`src/rtl/axis_rr_packet_arbiter.sv`:
```
// Packet-level round-robin arbiter merging NUM_SRC AXI-Stream sources into one
// registered master port tagged with the source index, with runaway-packet truncation.
module axis_rr_packet_arbiter #(
    parameter int NUM_SRC    = 2,
    parameter int DATA_WIDTH = 64,
    parameter int MAX_BEATS  = 130,
    localparam int SRC_W     = (NUM_SRC > 1) ? $clog2(NUM_SRC) : 1
) (
    input  logic                           aclk,
    input  logic                           areset,
    input  logic [NUM_SRC-1:0]             s_axis_tvalid,
    output logic [NUM_SRC-1:0]             s_axis_tready,
    input  logic [NUM_SRC*DATA_WIDTH-1:0]  s_axis_tdata,
    input  logic [NUM_SRC*DATA_WIDTH/8-1:0] s_axis_tstrb,
    input  logic [NUM_SRC-1:0]             s_axis_tlast,
    output logic                           m00_axis_tvalid,
    input  logic                           m00_axis_tready,
    output logic [DATA_WIDTH-1:0]          m00_axis_tdata,
    output logic [DATA_WIDTH/8-1:0]        m00_axis_tstrb,
    output logic                           m00_axis_tlast,
    output logic [SRC_W-1:0]               m00_axis_tdest,
    output logic                           busy,
    output logic                           trunc_err
);
    localparam int STRB_W = DATA_WIDTH / 8;
    localparam int CNT_W  = $clog2(MAX_BEATS + 1);

    localparam logic [1:0] IDLE  = 2'd0;
    localparam logic [1:0] PASS  = 2'd1;
    localparam logic [1:0] DRAIN = 2'd2;

    logic [1:0]            state;
    logic [SRC_W-1:0]      grant;
    logic [SRC_W-1:0]      last_grant;
    logic [SRC_W-1:0]      winner;
    logic [CNT_W-1:0]      beat_cnt;
    logic                  out_ready;
    logic                  accept;
    logic                  g_last;
    logic [DATA_WIDTH-1:0] g_data;
    logic [STRB_W-1:0]     g_strb;

    // Scan starts just after the previous winner so every source gets a turn.
    always_comb begin : arb
        int   idx;
        logic found;
        idx    = 0;
        found  = 1'b0;
        winner = '0;
        for (int k = 1; k <= NUM_SRC; k++) begin
            idx = (int'(last_grant) + k) % NUM_SRC;
            if (!found && s_axis_tvalid[SRC_W'(idx)]) begin
                winner = SRC_W'(idx);
                found  = 1'b1;
            end
        end
    end

    assign out_ready = !m00_axis_tvalid || m00_axis_tready;
    assign g_data    = s_axis_tdata[int'(grant)*DATA_WIDTH +: DATA_WIDTH];
    assign g_strb    = s_axis_tstrb[int'(grant)*STRB_W +: STRB_W];
    assign g_last    = s_axis_tlast[grant];

    // DRAIN swallows the tail of a truncated packet without waiting on downstream.
    always_comb begin
        s_axis_tready = '0;
        if (state == PASS) begin
            s_axis_tready[grant] = out_ready;
        end else if (state == DRAIN) begin
            s_axis_tready[grant] = 1'b1;
        end
    end

    assign accept = s_axis_tvalid[grant] && s_axis_tready[grant];
    assign busy   = (state != IDLE);

    always_ff @(posedge aclk) begin
        if (areset) begin
            state           <= IDLE;
            grant           <= '0;
            last_grant      <= SRC_W'(NUM_SRC - 1);
            beat_cnt        <= '0;
            trunc_err       <= 1'b0;
            m00_axis_tvalid <= 1'b0;
            m00_axis_tdata  <= '0;
            m00_axis_tstrb  <= '0;
            m00_axis_tlast  <= 1'b0;
            m00_axis_tdest  <= '0;
        end else begin
            trunc_err <= 1'b0;
            if (m00_axis_tvalid && m00_axis_tready) begin
                m00_axis_tvalid <= 1'b0;
            end
            case (state)
                IDLE: begin
                    if (|s_axis_tvalid) begin
                        grant <= winner;
                        state <= PASS;
                    end
                end
                PASS: begin
                    if (accept) begin
                        m00_axis_tvalid <= 1'b1;
                        m00_axis_tdata  <= g_data;
                        m00_axis_tstrb  <= g_strb;
                        m00_axis_tdest  <= grant;
                        if (g_last) begin
                            m00_axis_tlast <= 1'b1;
                            last_grant     <= grant;
                            beat_cnt       <= '0;
                            state          <= IDLE;
                        end else if (beat_cnt == CNT_W'(MAX_BEATS - 1)) begin
                            m00_axis_tlast <= 1'b1;
                            trunc_err      <= 1'b1;
                            last_grant     <= grant;
                            beat_cnt       <= '0;
                            state          <= DRAIN;
                        end else begin
                            m00_axis_tlast <= 1'b0;
                            beat_cnt       <= beat_cnt + 1'b1;
                        end
                    end
                end
                DRAIN: begin
                    if (accept && g_last) begin
                        state <= IDLE;
                    end
                end
                default: state <= IDLE;
            endcase
        end
    end
endmodule
```
`config.mk`:
```
export PLATFORM = sky130hd
export DESIGN_NAME = axis_rr_packet_arbiter
export DESIGN_NICKNAME = d
export VERILOG_FILES = /design/src/rtl/axis_rr_packet_arbiter.sv
export SDC_FILE = /design/constraint.sdc
export NUM_CORES = 1
export LEC_CHECK = 0
export ABC_AREA = 1
export CAP_MARGIN = 20
export CORE_MARGIN = 2
export CORE_UTILIZATION = 39
export CTS_CLUSTER_DIAMETER = 150
export CTS_CLUSTER_SIZE = 14
export DETAILED_ROUTE_END_ITERATION = 10
export PLACE_DENSITY_LB_ADDON = 0.05
export SYNTH_ARGS = -nofsm -noshare
export SYNTH_HDL_FRONTEND = slang
export SYNTH_SLANG_ARGS = --single-unit
export TNS_END_PERCENT = 10
```
`constraint.sdc`:
```
create_clock -name aclk -period 1.52 [get_ports aclk]
set_input_delay 0.304 -clock aclk [delete_from_list [all_inputs] [get_ports aclk]]
set_output_delay 0.304 -clock aclk [all_outputs]
set_load 0.005 [all_outputs]
```
==> key figures <==
Run status
  • Status: complete, but fails checks
  • Violated checks: negative setup slack

STA
  • Setup Skew: 0.00943 ns
  • Hold Slack: 0.236 ns
  • FMAX: 0.643 GHz
  • Minimum clock period: approximately 1.6 ns
  • Final setup margin: -0.0351 ns
  • Setup TNS: -0.0683 ns
  • Final setup viols: 2
  • Slew Viols, Final: 0
  • Slew @ Worst Pin: 0.416 ns
  • Hold Violations, Final: 0
  • Slew headroom: 72.3%
  • Fin crit share: 102%
  • RSZ-0062 raised after global routing: yes

Yosys
  • Commonest cells post-synth: nand2_1, dfxtp_1, a21oi_1
  • Ranking of synthesized cells by area: dfxtp_1, nand2_1, a21oi_1
  • Seq/Total Area, Yosys: between 40 and 50%
  • Main flop type after synthesis: dfxtp_1
  • Synthesized area per cell: 6.20 sq um
  • EDFF count, synth: 0
  • Synth Instances: 683
  • Most common cell in the netlist: nand2_1
  • Syn nets: 836
  • Yosys top cell by area: dfxtp_1
  • Mapped Area: 4240 sq um
  • Top cell type's share of synthesized area: 41.6%
  • Ys async rst share: 0%
  • Post-synth cell types: 25
  • Synth warn: 0
  • Synthesized flop and latch total: 88

Power and ir drop
  • Combinational share of power: 24.9%
  • Pwr Density: approximately 740 nW/um^2
  • Sequential share of power: 48.3%
  • Pleak: 3.60 nW
  • Switch share: 26.6%
  • Clk pwr share: a little over a quarter
  • Power Total: 5.18 mW
  • Internal power: 3.80 mW
  • Switching Power: 1.38 mW
  • Worst VDD drop: 0.339 mV

Global route
  • Antenna violations before repair: 0
  • Pin count of the biggest net entering global routing: 63
  • First-pass GRT wire length: just over 20 mm
  • Remaining Overflow, GRT: 0
  • Vias in the first global route: 4,557
  • Tot GR Track Use: 22.4%

Place
  • PortBufs: 229
  • Placed instance count: roughly 1,000
  • RD Place Congestion: 0.873
  • DPL Wire Length: 9.96 mm

Routing
  • Routed WL per cell: 12.7 um
  • Routed wire length: ~13 mm
  • Highest routed layer: met4
  • WL met2: 6.82 mm
  • Via count: 4,894
  • Pre-antenna DRT Iters: 4
  • Routed vias/inst: 4.64
  • Post-route ant nets: 0
  • Initial DRC Count: 197
  • # DRC: 0
  • Met3 wire length: 903 um
  • WL met1: 5.37 mm

Clock tree
  • CTS root buf: clkbuf_8
  • Worst-Skew Late Latency: 0.35 ns
  • Max clock buf depth: 2
  • Num CTS Buffers: 9
  • CTS Hold Buffers Added: 0
  • Clk pin slew, worst setup/hold paths: 0.08 ns
  • CTS tree: built
  • H-Tree Depth: 3
  • CTS Sinks: approximately 90

Worst hold path
  • Hold Crit Class: in2reg
  • Hold Crit Depth: 2

Die
  • Core Region: 10,700 sq um
  • DIE WIDTH: around 110 um
  • Full die area: 11,700 sq um
  • Row cnt: 38
  • Initial Utilization: around 40%
  • Vert. Die Dim: between 100 and 150 um
  • Ports: 230

Critical path
  • CP arrival: 1.25 ns
  • R2R cell count: 9
  • CP required: approximately 1.2 ns
  • CP Launch Type: flip-flop
  • Kind of critical path: reg2out
  • Critical path capture point type: primary output
  • Maximum fanout along the worst path: 4

Finish
  • Fin util: 65.9%
  • ANT cells: 0
  • Proportion of layout cells with a drive suffix above 1: 8.42%
  • Final Non-Filler Cells: around 1,100
  • Layout Nets: about 1,100
  • Area growth syn-to-layout: 66.3%

Flow run
  • Max-cap violations: 0
==> cells in the final DEF, fill, tap and decap left out, drive strengths merged <==
cell / Yosys / layout
nand3: 7 / 7
dfxtp: 88 / 88
nor4: 1 / 1
a21oi: 81 / 81
nand4: 3 / 3
clkdlybuf4s50: 0 / 150
o21ai: 6 / 6
o21bai: 1 / 1
xor2: 1 / 1
inv: 24 / 23
and2: 1 / 1
nand3b: 1 / 1
nor2: 17 / 17
clkdlybuf4s15: 0 / 1
dlygate4sd2: 0 / 51
ha: 2 / 2
nor3: 1 / 1
clkinv: 0 / 2
clkbuf: 26 / 14
nand2: 404 / 404
or2: 1 / 1
dlymetal6s2s: 0 / 24
buf: 17 / 34
o211ai: 1 / 1
==> power groups by stage <==
| stage | logic (mW) | clock network [mW] | registers [mW] |
|---|---|---|---|
| final | 1.29 | 1.39 | 2.50 |
| after global routing | 1.42 | 1.53 | 2.52 |
| after CTS | 1.27 | 1.42 | 2.50 |
| after detailed placement | 1.30 | 0 | 2.55 |
| after global placement | 1.29 | 0 | 2.55 |
| after floorplan | 0.476 | 0 | 2.56 |
==> sequential cells by signal (all words and copies together) (netlist names) <==
signal	flops
m00_axis_tdata	64
beat_cnt	8
m00_axis_tstrb	8
state	2
grant	1
last_grant	1
m00_axis_tdest	1
m00_axis_tlast	1
m00_axis_tvalid	1
trunc_err	1
==> final cells by class <==
class / instances / area (sq um)
clock inverter: 1 / 5.00
sequential: 88 / 1790
inverter: 24 / 95.1
fill: 958 / 3650
multi-input combinational: 528 / 2220
tap: 140 / 175
timing repair buffer: 261 / 2620
clock buffer: 13 / 149
==> worst max-delay path, cell delays in order, from the launching register on <==
cell and delay, ns:
dfxtp_2 0.35, or2_4 0.27, o21ai_4 0.07, nand2_1 0.07, inv_1 0.05, buf_2 0.10
==> routing by layer <==
metal	vias up	global-route usage (%)
li1	2562	-
met1	2160	24.8
met2	151	39.9
met3	21	6.45
met4	0	9.25
met5	-	0
==> logic make-up (layout without fill, tap and decap cells) <==
logic type	after synthesis	in the layout	synth area share, %
DFF	88	88	41.6
and+or+nand+nor	436	436	39.7
xor gates and xnor gates	1	1	0.207
AOI/OAI and AO/OA	89	89	10.7
adders and majority gates	2	2	0.591
buffers and inverters	67	299	7.24
==> through the flow <==
step	area, sq um	worst slack [ns]
global route	7050	-0.119
global placement	6760	-0.474
detailed placement	6760	-0.509
floorplan	4240	0.170
finish	7050	-0.0351
CTS	6880	-0.0559
==> final timing paths <==
path / from / to / slack, ns
setup reg to reg: grant / beat_cnt[2] / 0.08
hold / removal: areset / trunc_err / 0.24
setup / recovery: state[0] / s_axis_tready[0] / -0.04
hold reg to reg: m00_axis_tdata[10] / m00_axis_tdata[10] / 0.46
==> repair_timing <==
action	CTS	global route
buffers inserted	2	0
gates resized for setup	76	48
pin swaps	1	1
cloned	0	1
setup endpoints to repair	58	95
Note: power is estimated with default switching activity, not from simulation.
==> variant (same settings) <==
The parameter `DATA_WIDTH` goes from 64 to 128.
--- a/src/rtl/axis_rr_packet_arbiter.sv
+++ b/src/rtl/axis_rr_packet_arbiter.sv
@@ -2,7 +2,7 @@
 // registered master port tagged with the source index, with runaway-packet truncation.
 module axis_rr_packet_arbiter #(
     parameter int NUM_SRC    = 2,
-    parameter int DATA_WIDTH = 64,
+    parameter int DATA_WIDTH = 128,
     parameter int MAX_BEATS  = 130,
     localparam int SRC_W     = (NUM_SRC > 1) ? $clog2(NUM_SRC) : 1
 ) (
Ports: changed (resized m00_axis_tdata, m00_axis_tstrb, s_axis_tdata and s_axis_tstrb); port bits go from 230 to 446. No check against the original RTL was run, so the function may have changed too.
==> variant against the original RTL <==
The flow still finishes with violations (setup timing); clock skew grew 0.0035 ns; total power rose by 120%; clock power grew to 3.3 times the old value; area after synthesis is 83% higher; sequential cell count up 72; setup slack lost 0.18 ns; wire length rose by 120%; via count up 84%; synthesized cell count grew 80%; cell area rose by 87%; count of clock-buffer cells in the layout is 5 higher.
==> variant: results <==
[detailed_routing]
wl_met3_mm = 2.32
first_iter_violations = 392
wl_per_cell_um = 15.1
viasPerCell = 4.65
drt-met1-wl_mm = 11.6
met2_length_mm = 14.4

[clock_network]
cts_made_buffers = 17
ctsHtreeMaxLevel = 4
clock_latency_ns = 0.42

[yosys]
synth_xor_area_frac = 0
synthAdderAreaFrac = 0.00322
yosys-top-cells-area = "dfxtp_1 41%, nand2_1 36%, a21oi_1 9.3%"
synth_fp_nets = 1524
netlist_top_cells_count = "751 x nand2_1, 160 x dfxtp_1, 144 x a21oi_1"
yosysSeqAreaShare = 0.413

[placement]
port_buffers = 445
placedCellCount = 1891

[worst_setup_path]
r2r_cells = 10
regToRegSetupSlack_ns = 0.04
cpPeakStageDelay_ns = 0.33
cp_max_fo = 3

[sta]
slew_headroom = 0.734
fin_worst_skew_ns = 0.0129
setup_viol = 3
setup_ws_ns = -0.213

[run_status]
status = "finished with violations"
violations = "setup timing"

[finish]
reg_top3 = "m00_axis_tdata: 128 flops, m00_axis_tstrb: 16 flops, beat_cnt: 8 flops"

[power]
p_leak_nw = 6.24
p_seq_w = 0.00454

[grt]
grt_first_pass_wirelength_mm = 44.1
variant: changes by cell type in the layout (fill, tap and decap cells not counted), sizes merged, moves of 7 or more:
cell           before  now
nand2             404  761
clkdlybuf4s50     150  291
dlygate4sd2        51  149
a21oi              81  154
dfxtp              88  160
dlymetal6s2s       24    2
buf                34   49
clkbuf             14   22
clkinv              2    9
variant: per-layer routing:
layer  global-route usage  vias to the layer above
met4                0.116                        0
met3               0.0884                       55
li1                     -                     4667
met2                0.451                      329
met1                0.292                     3961
met5                    0                        -
variant: layout make-up:
class	instances	area, um^2	area share
clock inverter	14	190	0.0144
timing repair buffer	495	4930	0.374
timing repair inverter	2	25.0	0.00189
tap	265	332	0.0251
sequential	160	3210	0.243
antenna	2	5.00	0.000379
multi-input combinational	959	3980	0.301
clock buffer	18	429	0.0325
inverter	24	105	0.00796
variant: per-stage QoR:
step	hold slack [ns]	util	total power [W]
after floorplan	0.430	-	0.00559
after global placement	0.450	0.638	0.00705
after detailed placement	0.451	0.638	0.00707
after CTS	0.239	0.662	0.0115
after global routing	0.272	0.677	0.0120
final	0.256	0.677	0.0115
variant: how the worst max path moves through the flow:
stage	startpoint	end	slack [ns]	cells after the start
after floorplan	grant$_SDFFE_PP0P_	m00_axis_tdata[1]$_SDFFE_PP0P_	0.15	8
after global placement	m00_axis_tready	s_axis_tready[1]	-0.54	6
after detailed placement	m00_axis_tready	s_axis_tready[1]	-0.59	6
after CTS	state[1]$_SDFFE_PP0P_	s_axis_tready[1]	-0.24	7
after global routing	state[1]$_SDFFE_PP0P_	s_axis_tready[1]	-0.27	7
final	state[1]$_SDFFE_PP0P_	s_axis_tready[1]	-0.21	7
variant: timing repair:
action                                  CTS  global route
endpoints found under the setup margin  305           158
cloned                                    0             6
pin swaps                                 1             5
resized for setup                       175            25
setup buffers                             2             6
